File: config.mk
export PLATFORM = sky130hd
export DESIGN_NAME = sid_sched
export DESIGN_NICKNAME = d
export VERILOG_FILES = /design/src/rtl/sid_pkg.sv /design/src/rtl/sid_ms_tick.sv /design/src/rtl/sid_sched.sv
export SDC_FILE = /design/constraint.sdc
export NUM_CORES = 1
export LEC_CHECK = 0
export CAP_MARGIN = 15
export CORE_ASPECT_RATIO = 1.25
export CORE_MARGIN = 8
export CORE_UTILIZATION = 50
export CTS_CLUSTER_SIZE = 40
export DETAILED_ROUTE_END_ITERATION = 16
export GPL_TIMING_DRIVEN = 0
export PLACE_DENSITY = 0.75
export SKIP_LAST_GASP = 1
export SLEW_MARGIN = 20
export SYNTH_ARGS = -nofsm -noshare
export SYNTH_HDL_FRONTEND = slang
export SYNTH_SLANG_ARGS = --single-unit
File: constraint.sdc
create_clock -name clk -period 3.59 [get_ports clk]
set_input_delay 0.718 -clock clk [delete_from_list [all_inputs] [get_ports clk]]
set_output_delay 0.718 -clock clk [all_outputs]
set_load 0.02 [all_outputs]
File: src/rtl/sid_pkg.sv
// Shared types and default timing constants for the SID voice/filter scheduler.
package sid;

   localparam int unsigned CYCLE_W  = 5;
   localparam int unsigned FCYCLE_W = 4;
   localparam int unsigned US_W     = 10;
   localparam int unsigned CNT_W    = 8;

   typedef logic [CYCLE_W-1:0]  cycle_t;
   typedef logic [FCYCLE_W-1:0] fcycle_t;

   localparam cycle_t  VOICE_LAST_CYCLE   = CYCLE_W'(18);
   localparam cycle_t  FILTER_START_CYCLE = CYCLE_W'(6);
   localparam fcycle_t FILTER_IDLE_A      = FCYCLE_W'(4);
   localparam fcycle_t FILTER_IDLE_B      = FCYCLE_W'(5);

   // Saturating increment for the overrun counter.
   function automatic logic [CNT_W-1:0] sat_inc(input logic [CNT_W-1:0] v);
      return (v == '1) ? v : v + CNT_W'(1);
   endfunction

endpackage

File: src/rtl/sid_ms_tick.sv
// Frame counter producing the ~1 kHz tick: one count per frame start, tick at the top count.
module sid_ms_tick
   import sid::*;
(
   input  logic clk,
   input  logic res_n,
   input  logic adv,
   output logic tick_ms
);

   logic [US_W-1:0] count_us;

   always_ff @(posedge clk or negedge res_n) begin
      if (!res_n) begin
         count_us <= '0;
      end else if (adv) begin
         count_us <= count_us + US_W'(1);
      end
   end

   assign tick_ms = (count_us == '1);

endmodule

File: src/rtl/sid_sched.sv
// SID pipeline scheduler: voice and filter cycle counters restarted by phi2 falls,
// with overrun detection for falls that land mid-frame.
module sid_sched
   import sid::*;
#(
   parameter cycle_t  VOICE_LAST   = VOICE_LAST_CYCLE,
   parameter cycle_t  FILTER_START = FILTER_START_CYCLE,
   parameter fcycle_t IDLE_A       = FILTER_IDLE_A,
   parameter fcycle_t IDLE_B       = FILTER_IDLE_B
)
(
   input  logic             clk,
   input  logic             res_n,
   input  logic             phi2,
   input  logic             ovr_clr,
   output cycle_t           voice_cycle,
   output fcycle_t          filter_cycle,
   output logic             voice_idle,
   output logic             frame_start,
   output logic             tick_ms,
   output logic             overrun,
   output logic [CNT_W-1:0] ovr_cnt
);

   logic   phi2_prev;
   logic   fall;
   logic   ovr_event;
   logic   frame_adv;
   cycle_t vcount;

   assign fall        = phi2_prev & ~phi2;
   assign voice_idle  = (filter_cycle == IDLE_A) || (filter_cycle == IDLE_B);
   assign voice_cycle = voice_idle ? '0 : vcount;
   assign frame_adv   = (voice_cycle == CYCLE_W'(1));
   // A restart is only legal while idle or on the last voice cycle.
   assign ovr_event   = fall && (vcount != '0) && (vcount != VOICE_LAST);

   always_ff @(posedge clk or negedge res_n) begin
      if (!res_n) begin
         phi2_prev   <= 1'b0;
         frame_start <= 1'b0;
      end else begin
         phi2_prev   <= phi2;
         frame_start <= fall;
      end
   end

   always_ff @(posedge clk or negedge res_n) begin
      if (!res_n) begin
         vcount <= '0;
      end else if (fall) begin
         vcount <= CYCLE_W'(1);
      end else if (vcount == VOICE_LAST) begin
         vcount <= '0;
      end else if ((vcount != '0) && !voice_idle) begin
         vcount <= vcount + CYCLE_W'(1);
      end
   end

   // Filter pipeline free-runs once started and stops only after wrapping to 0.
   always_ff @(posedge clk or negedge res_n) begin
      if (!res_n) begin
         filter_cycle <= '0;
      end else if ((voice_cycle == FILTER_START) || (filter_cycle != '0)) begin
         filter_cycle <= filter_cycle + FCYCLE_W'(1);
      end
   end

   // Clear takes effect first, so a simultaneous event leaves a count of one.
   always_ff @(posedge clk or negedge res_n) begin
      if (!res_n) begin
         overrun <= 1'b0;
         ovr_cnt <= '0;
      end else if (ovr_event) begin
         overrun <= 1'b1;
         ovr_cnt <= ovr_clr ? CNT_W'(1) : sat_inc(ovr_cnt);
      end else if (ovr_clr) begin
         overrun <= 1'b0;
         ovr_cnt <= '0;
      end
   end

   sid_ms_tick u_ms_tick (
      .clk     (clk),
      .res_n   (res_n),
      .adv     (frame_adv),
      .tick_ms (tick_ms)
   );

endmodule

==> impl_metrics.ini, run 1 <==
[outcome]
status = finished, final reports clean

[yosys]
yosysTopAreaCellShare_pct = 46.0
synth_nets = 166
synthFlopType = dfrtp_1
ys_ff_latch = 30
synthArstFlopShare_pct = 100
synth_cell_types = 44
syn_area_um2 = 1630
synth-edff-count = 0
yosysWarnings = 0
yosysTopAreaCell = dfrtp_1
synthTopCellsByArea = dfrtp_1 (46%), ha_1 (6.1%), xnor2_1 (4.8%)
synth_cells = 154
yosysSeqAreaShare_pct = 46.0
avgSynthCellArea_um2 = 10.6

[setup_path]
cp.arrival_ns = 2.44
rr_worst_depth = 6
crit_start = filter_cycle[0]
rrSetupSlack_ns = 1.56
slowest_stage = clkdlybuf4s50_1
crit_path_end = voice_cycle[1]
crit_required_ns = 2.87
cpPeakStageDelay_ns = 0.63
cp-end-kind = primary output
startpoint_type = flip-flop
critical_path_class = flip-flop to primary output
r2r-start = filter_cycle[0]
critPathMaxFanout = 6
reg2reg_to = u_ms_tick.count_us[8]
path_cells = inv_1 -> ha_1 -> nor2_1 -> or2_2 -> inv_1 -> nor2_1 -> clkdlybuf4s50_1

[placed_design]
dpl-instance-area_um2 = 1900
dp_hpwl_um = 2440
dp_cells = 214
routabilityCongestion = 0.788
io_buffer_count = 23
place_ws_ns = 0.751

[sta]
fin_ws_ns = 0.431
tns_ns = 0
grt_setup_unrepaired = no
min_period_ns = 3.16
tightest_slew_ns = 0.658
final-hold-violation-count = 0
finalMaxSlewViolations = 0
skew_ns = 0.00706
finalSetupViolations = 0
maxSlewHeadroom_pct = 56.1
period_share_pct = 88.0
clock.fmax_mhz = 317

[grt]
grt_max_degree = 31
grt_pass1_vias = 1207
met2_usage_pct = 22.4
met1_usage_pct = 14.9
grt_use_met3_pct = 4.78
antenna_found_initial = 0
track_usage_pct = 13.4
grt-busiest-layer = met2
grt_pass1_wl_um = 5600
gr-total-overflow = 0

[routing]
drc = 0
viasPerCell = 5.64
dr.pass1.iters = 4
routed_wl_um = 3290
wire_per_inst_um = 14.8
vias = 1253
drt_iter0_drc = 96
drtAntennaViolNets = 0

[floorplanning]
die-area_um2 = 5360
core_region_area_um2 = 3170
die_w_um = 67.1
fp.dieH_um = 79.9
rows = 23
ios = 25
start_util_pct = 51.5

[clock_tree]
clk_path_buf_depth = 2
clockRootBuffer = clkbuf_8
cts.htree.levels = 2
clock_latency_ns = 0.28
path_clk_slew_ns = 0.06
cts-resized-gates = 0
cts_hold_buf = 0
cts_setup_buffers = 0
cts_num_sinks = 30
cts_buffers = 5
cts_tree = built

[layout]
area_growth_pct = 22.2
layoutNonFillerInstCount = 222
nNetsFinal = 196
final_area_um2 = 1990
antenna_cells = 0
drive_gt1_share_pct = 13.0

[power]
power_density_nw_per_um2 = 728
leakagePower_uw = 0.000852
peakVddDrop_mv = 0.580

[min_path]
hp-class = input port to async pin

[job]
drv_cap = 0
where the power goes:
group | switching, uW | leakage [uW] | internal [uW]
combinational | 340 | 0.000415 | 300
clock | 126 | 0.0000482 | 154
sequential | 102 | 0.000388 | 429
total | 568 | 0.000852 | 884
routing by layer:
layer	vias up	routed length, um
met4	0	58
li1	600	-
met5	-	0
met3	6	219
met2	32	1620
met1	615	1390
stage by stage:
stage	hold slack (ns)	utilization (%)	power, uW
after floorplan	0.422	-	959
after global placement	0.455	60.3	1150
after detailed placement	0.469	60.1	1180
after CTS	0.479	63.0	1470
after global routing	0.500	63.0	1560
final	0.458	63.0	1450
cell usage in the layout (no fill, tap or decap), drive strengths merged:
master and instances:
a211oi 1, a21o 1, a21oi 4, a31oi 1
and2 3, and2b 1, buf 3, clkbuf 8
clkdlybuf4s50 22, clkinv 1, dfrtp 30, ha 8
inv 15, mux2 3, nand2 6, nand2b 2
nand3 10, nand4 3, nand4bb 1, nor2 14
nor2b 1, nor3 6, nor4 2, nor4b 1
o2111ai 3, o211ai 1, o21ai 3, o221ai 1
o311ai 2, o31a 1, o31ai 2, o41ai 2
or2 1, or3 2, or3b 1, or4 2
or4b 1, xnor2 9, xor2 7
registers in the layout, indices dropped and copies added (netlist names):
| register | count |
|---|---|
| overrun | 1 |
| filter_cycle | 4 |
| ovr_cnt | 8 |
| vcount | 5 |
| u_ms_tick.count_us | 10 |
| phi2_prev | 1 |
| frame_start | 1 |
cell families after synthesis:
family | share of synthesized area [%]
and+or+nand+nor | 21.0
DFF | 46.0
AOI/OAI and AO/OA | 10.9
buffers and inverters | 5.06
xor gates and xnor gates | 8.59
adders and majority gates | 6.14
muxes | 2.30
worst max-delay path, delay by kind of cell, from the launching register on:
family,cells,cell delay (ns)
and+or+nand+nor,3,0.72
buffers and inverters,3,0.80
adders and majority gates,1,0.23
DFF,1,0.42
synthesized netlist by cell type, drive strengths merged, types with 3 or more instances:
cell type,instances
nor2,14
o21ai,3
dfrtp,30
nor3,6
mux2,3
a21oi,4
inv,15
xnor2,9
xor2,7
nand4,3
o2111ai,3
nand3,10
nand2,6
and2,3
ha,8
how the worst min path moves through the flow:
stage / endpoint / slack, ns
2_1_floorplan: filter_cycle[0] / 0.42
4_1_cts: phi2_prev / 0.48
3_3_place_gp: u_ms_tick.count_us[6] / 0.46
6_report: phi2_prev / 0.46
5_1_grt: phi2_prev / 0.50
3_5_place_dp: u_ms_tick.count_us[6] / 0.47
layout make-up:
| class | count | area [um^2] |
|---|---|---|
| Fill cell | 279 | 1170 |
| Multi-Input combinational cell | 106 | 798 |
| Sequential cell | 30 | 751 |
| Timing Repair Buffer | 23 | 225 |
| Clock buffer | 7 | 86.3 |
| Inverter | 15 | 56.3 |
| Tap cell | 37 | 46.3 |
| Buffer | 3 | 26.3 |
| Clock inverter | 1 | 5.00 |
No activity file was read; power rests on OpenSTA's default activity.
==> run 2: changes to the inputs <==
- ABC_AREA: unset -> 1
- PLACE_DENSITY: 0.75 -> 0.74
==> run 2 against run 1 <==
Effect of this change: synthesized cell count is 60% higher; global-route usage is 0.25 points higher; design area is 14% higher; sequential cell count stayed put; critical path depth is 1 higher; setup slack better by 0.34 ns; register-to-register slack better by 0.22 ns; worst hold slack better by 0.014 ns; critical path type unchanged; largest cell class unchanged; combinational power is 8.0% higher; final cell count is 43% higher; clock skew is 0.0029 ns higher.
==> impl_metrics.ini, run 2 <==
[sta]
clock.fmax_mhz = 354
period_share_pct = 78.6
finalMaxSlewViolations = 0
finalSetupViolations = 0
maxSlewHeadroom_pct = 54.6
final-hold-violation-count = 0
min_period_ns = 2.82
tightest_slew_ns = 0.680
grt_setup_unrepaired = no
tns_ns = 0
skew_ns = 0.00994
fin_ws_ns = 0.768
hold_slack_ns = 0.472

[yosys]
synthArstFlopShare_pct = 100
synth_most_common_cell = nand2_1
syn_area_um2 = 1850
synthFlopType = dfrtp_1
yosysSeqAreaShare_pct = 40.6
synth-edff-count = 0
yosysTopAreaCellShare_pct = 40.6
ys_ff_latch = 30
synthTopCellsByArea = dfrtp_1 (41%), nand2_1 (16%), inv_1 (6.9%)
synth_cells = 247
avgSynthCellArea_um2 = 7.48
yosysTopAreaCell = dfrtp_1
yosysWarnings = 0
synth_common_cells = nand2_1 (77), inv_1 (34), dfrtp_1 (30)
synth_nets = 259
synth_cell_types = 25

[layout]
regMostFlops = u_ms_tick.count_us
layout_commonest_cell = nand2_1
largestRegisters = u_ms_tick.count_us: 10 flops, ovr_cnt: 8 flops, vcount: 5 flops
area_growth_pct = 23.1
fillCellCount = 319
antenna_cells = 0
final_area_um2 = 2270
fin_util_pct = 64.7
largest_reg_flops = 10
layout_common_cells = nand2_1 (77), inv_1 (34), dfrtp_1 (30)
drive_gt1_share_pct = 9.32
multi_input_area_um2 = 943
nNetsFinal = 290
ff_latch_area_um2 = 751

[setup_path]
critPathMaxFanout = 7
rrSetupSlack_ns = 1.78
critical_path_class = flip-flop to primary output
r2r-start = filter_cycle[0]
rr_worst_depth = 10
startpoint_type = flip-flop
crit_required_ns = 2.87
cp-end-kind = primary output
cp.arrival_ns = 2.10
reg2reg_to = u_ms_tick.count_us[2]

[routing]
vias = 1632
drt_iter0_drc = 49
drc = 0
viasPerCell = 5.13
wire_per_inst_um = 12.3
dr.pass1.iters = 4
routed_wl_um = 3910
drtAntennaViolNets = 0

[floorplanning]
core_region_area_um2 = 3510
rows = 24
ios = 25
fp.dieH_um = 84.0
die-area_um2 = 5910
die_w_um = 70.4
start_util_pct = 52.6

[placed_design]
dp_hpwl_um = 2830
io_buffer_count = 24
dpl-instance-area_um2 = 2130
place_ws_ns = 1.06
routabilityCongestion = 0.841

[clock_tree]
cts-resized-gates = 0
cts_num_sinks = 30
clockRootBuffer = clkbuf_8
path_clk_slew_ns = 0.07
clk_path_buf_depth = 2
cts_buffers = 5
cts_hold_buf = 0
clock_latency_ns = 0.29
cts_tree = built
cts.htree.levels = 2
cts_setup_buffers = 0

[grt]
grt_pass1_vias = 1591
gr-total-overflow = 0
antenna_found_initial = 0
grt_pass1_wl_um = 6730
track_usage_pct = 13.7
grt_max_degree = 31

[power]
peakVddDrop_mv = 0.733
leakagePower_uw = 0.00114
power_density_nw_per_um2 = 725

[min_path]
hp-class = input port to async pin

[job]
drv_cap = 0

[outcome]
status = finished, final reports clean
==> run 2: changes by cell type after synthesis, sizes merged, moves of 3 or more <==
cell | before | now
inv | 15 | 37
o2111ai | 3 | 0
xnor2 | 9 | 4
nand4 | 3 | 6
nand3 | 10 | 25
nor2 | 14 | 25
and2 | 3 | 0
mux2 | 3 | 0
nand2 | 6 | 80
o21ai | 3 | 14
==> run 2: cells by family (layout without fill, tap and decap cells) <==
kind of cell / after synthesis / after routing / share of synthesized area, %
AOI/OAI and AO/OA: 17 / 17 / 5.15
xor gates and xnor gates: 12 / 12 / 5.69
adders and majority gates: 8 / 8 / 5.42
DFF: 30 / 30 / 40.6
buffers and inverters: 39 / 71 / 8.33
and+or+nand+nor: 141 / 141 / 34.8
==> run 2: worst max-delay path by stage <==
| stage | start | to | slack (ns) | depth (start not counted) |
|---|---|---|---|---|
| floorplan | filter_cycle[0] | voice_cycle[2] | 1.44 | 5 |
| global placement | u_ms_tick.count_us[0] | tick_ms | 1.07 | 6 |
| detailed placement | u_ms_tick.count_us[0] | tick_ms | 1.06 | 6 |
| CTS | u_ms_tick.count_us[0] | tick_ms | 0.74 | 6 |
| global route | u_ms_tick.count_us[0] | tick_ms | 0.53 | 6 |
| finish | filter_cycle[0] | voice_cycle[0] | 0.77 | 8 |
==> run 2: where the power goes <==
part / internal (uW) / switching [uW] / leakage [uW]
registers: 416 / 110 / 0.000395
clock network: 296 / 136 / 0.0000714
logic: 278 / 413 / 0.000669
total: 990 / 658 / 0.00114
==> run 2: critical path, stage by stage (launching register included) <==
cell             delay (ns)
dfrtp_1                0.46
inv_1                  0.09
ha_1                   0.19
inv_1                  0.10
nand2_1                0.11
nand3_4                0.12
nand2_1                0.06
inv_1                  0.08
clkdlybuf4s50_1        0.60
==> run 2: cell type report <==
type                    instances  share of cell area, %
plain buffers                   1                  0.495
clock buffers                   6                   3.63
clock inverters                 2                   2.64
inverters                      38                   6.27
multi-input cells             178                   41.5
flip-flops and latches         30                   33.0
well taps                      39                   2.15
repair buffers                 24                   10.3
==> run 2: per-layer routing <==
metal  routed length [um]  vias up  track usage [%]  part of all wire [%]
li1                     -      832                -                     -
met3                  155        7             4.17                   4.0
met2                 1980       23             24.7                    51
met5                    0        -                0                     0
met1                 1720      770             14.0                    44
met4                   60        0             5.68                   1.5
==> run 2: per-stage QoR <==
stage / instances / total power [uW]
after detailed placement: 310 / 1220
after floorplan: 247 / 992
final: 318 / 1650
after global routing: 318 / 1760
after CTS: 318 / 1660
after global placement: 310 / 1210
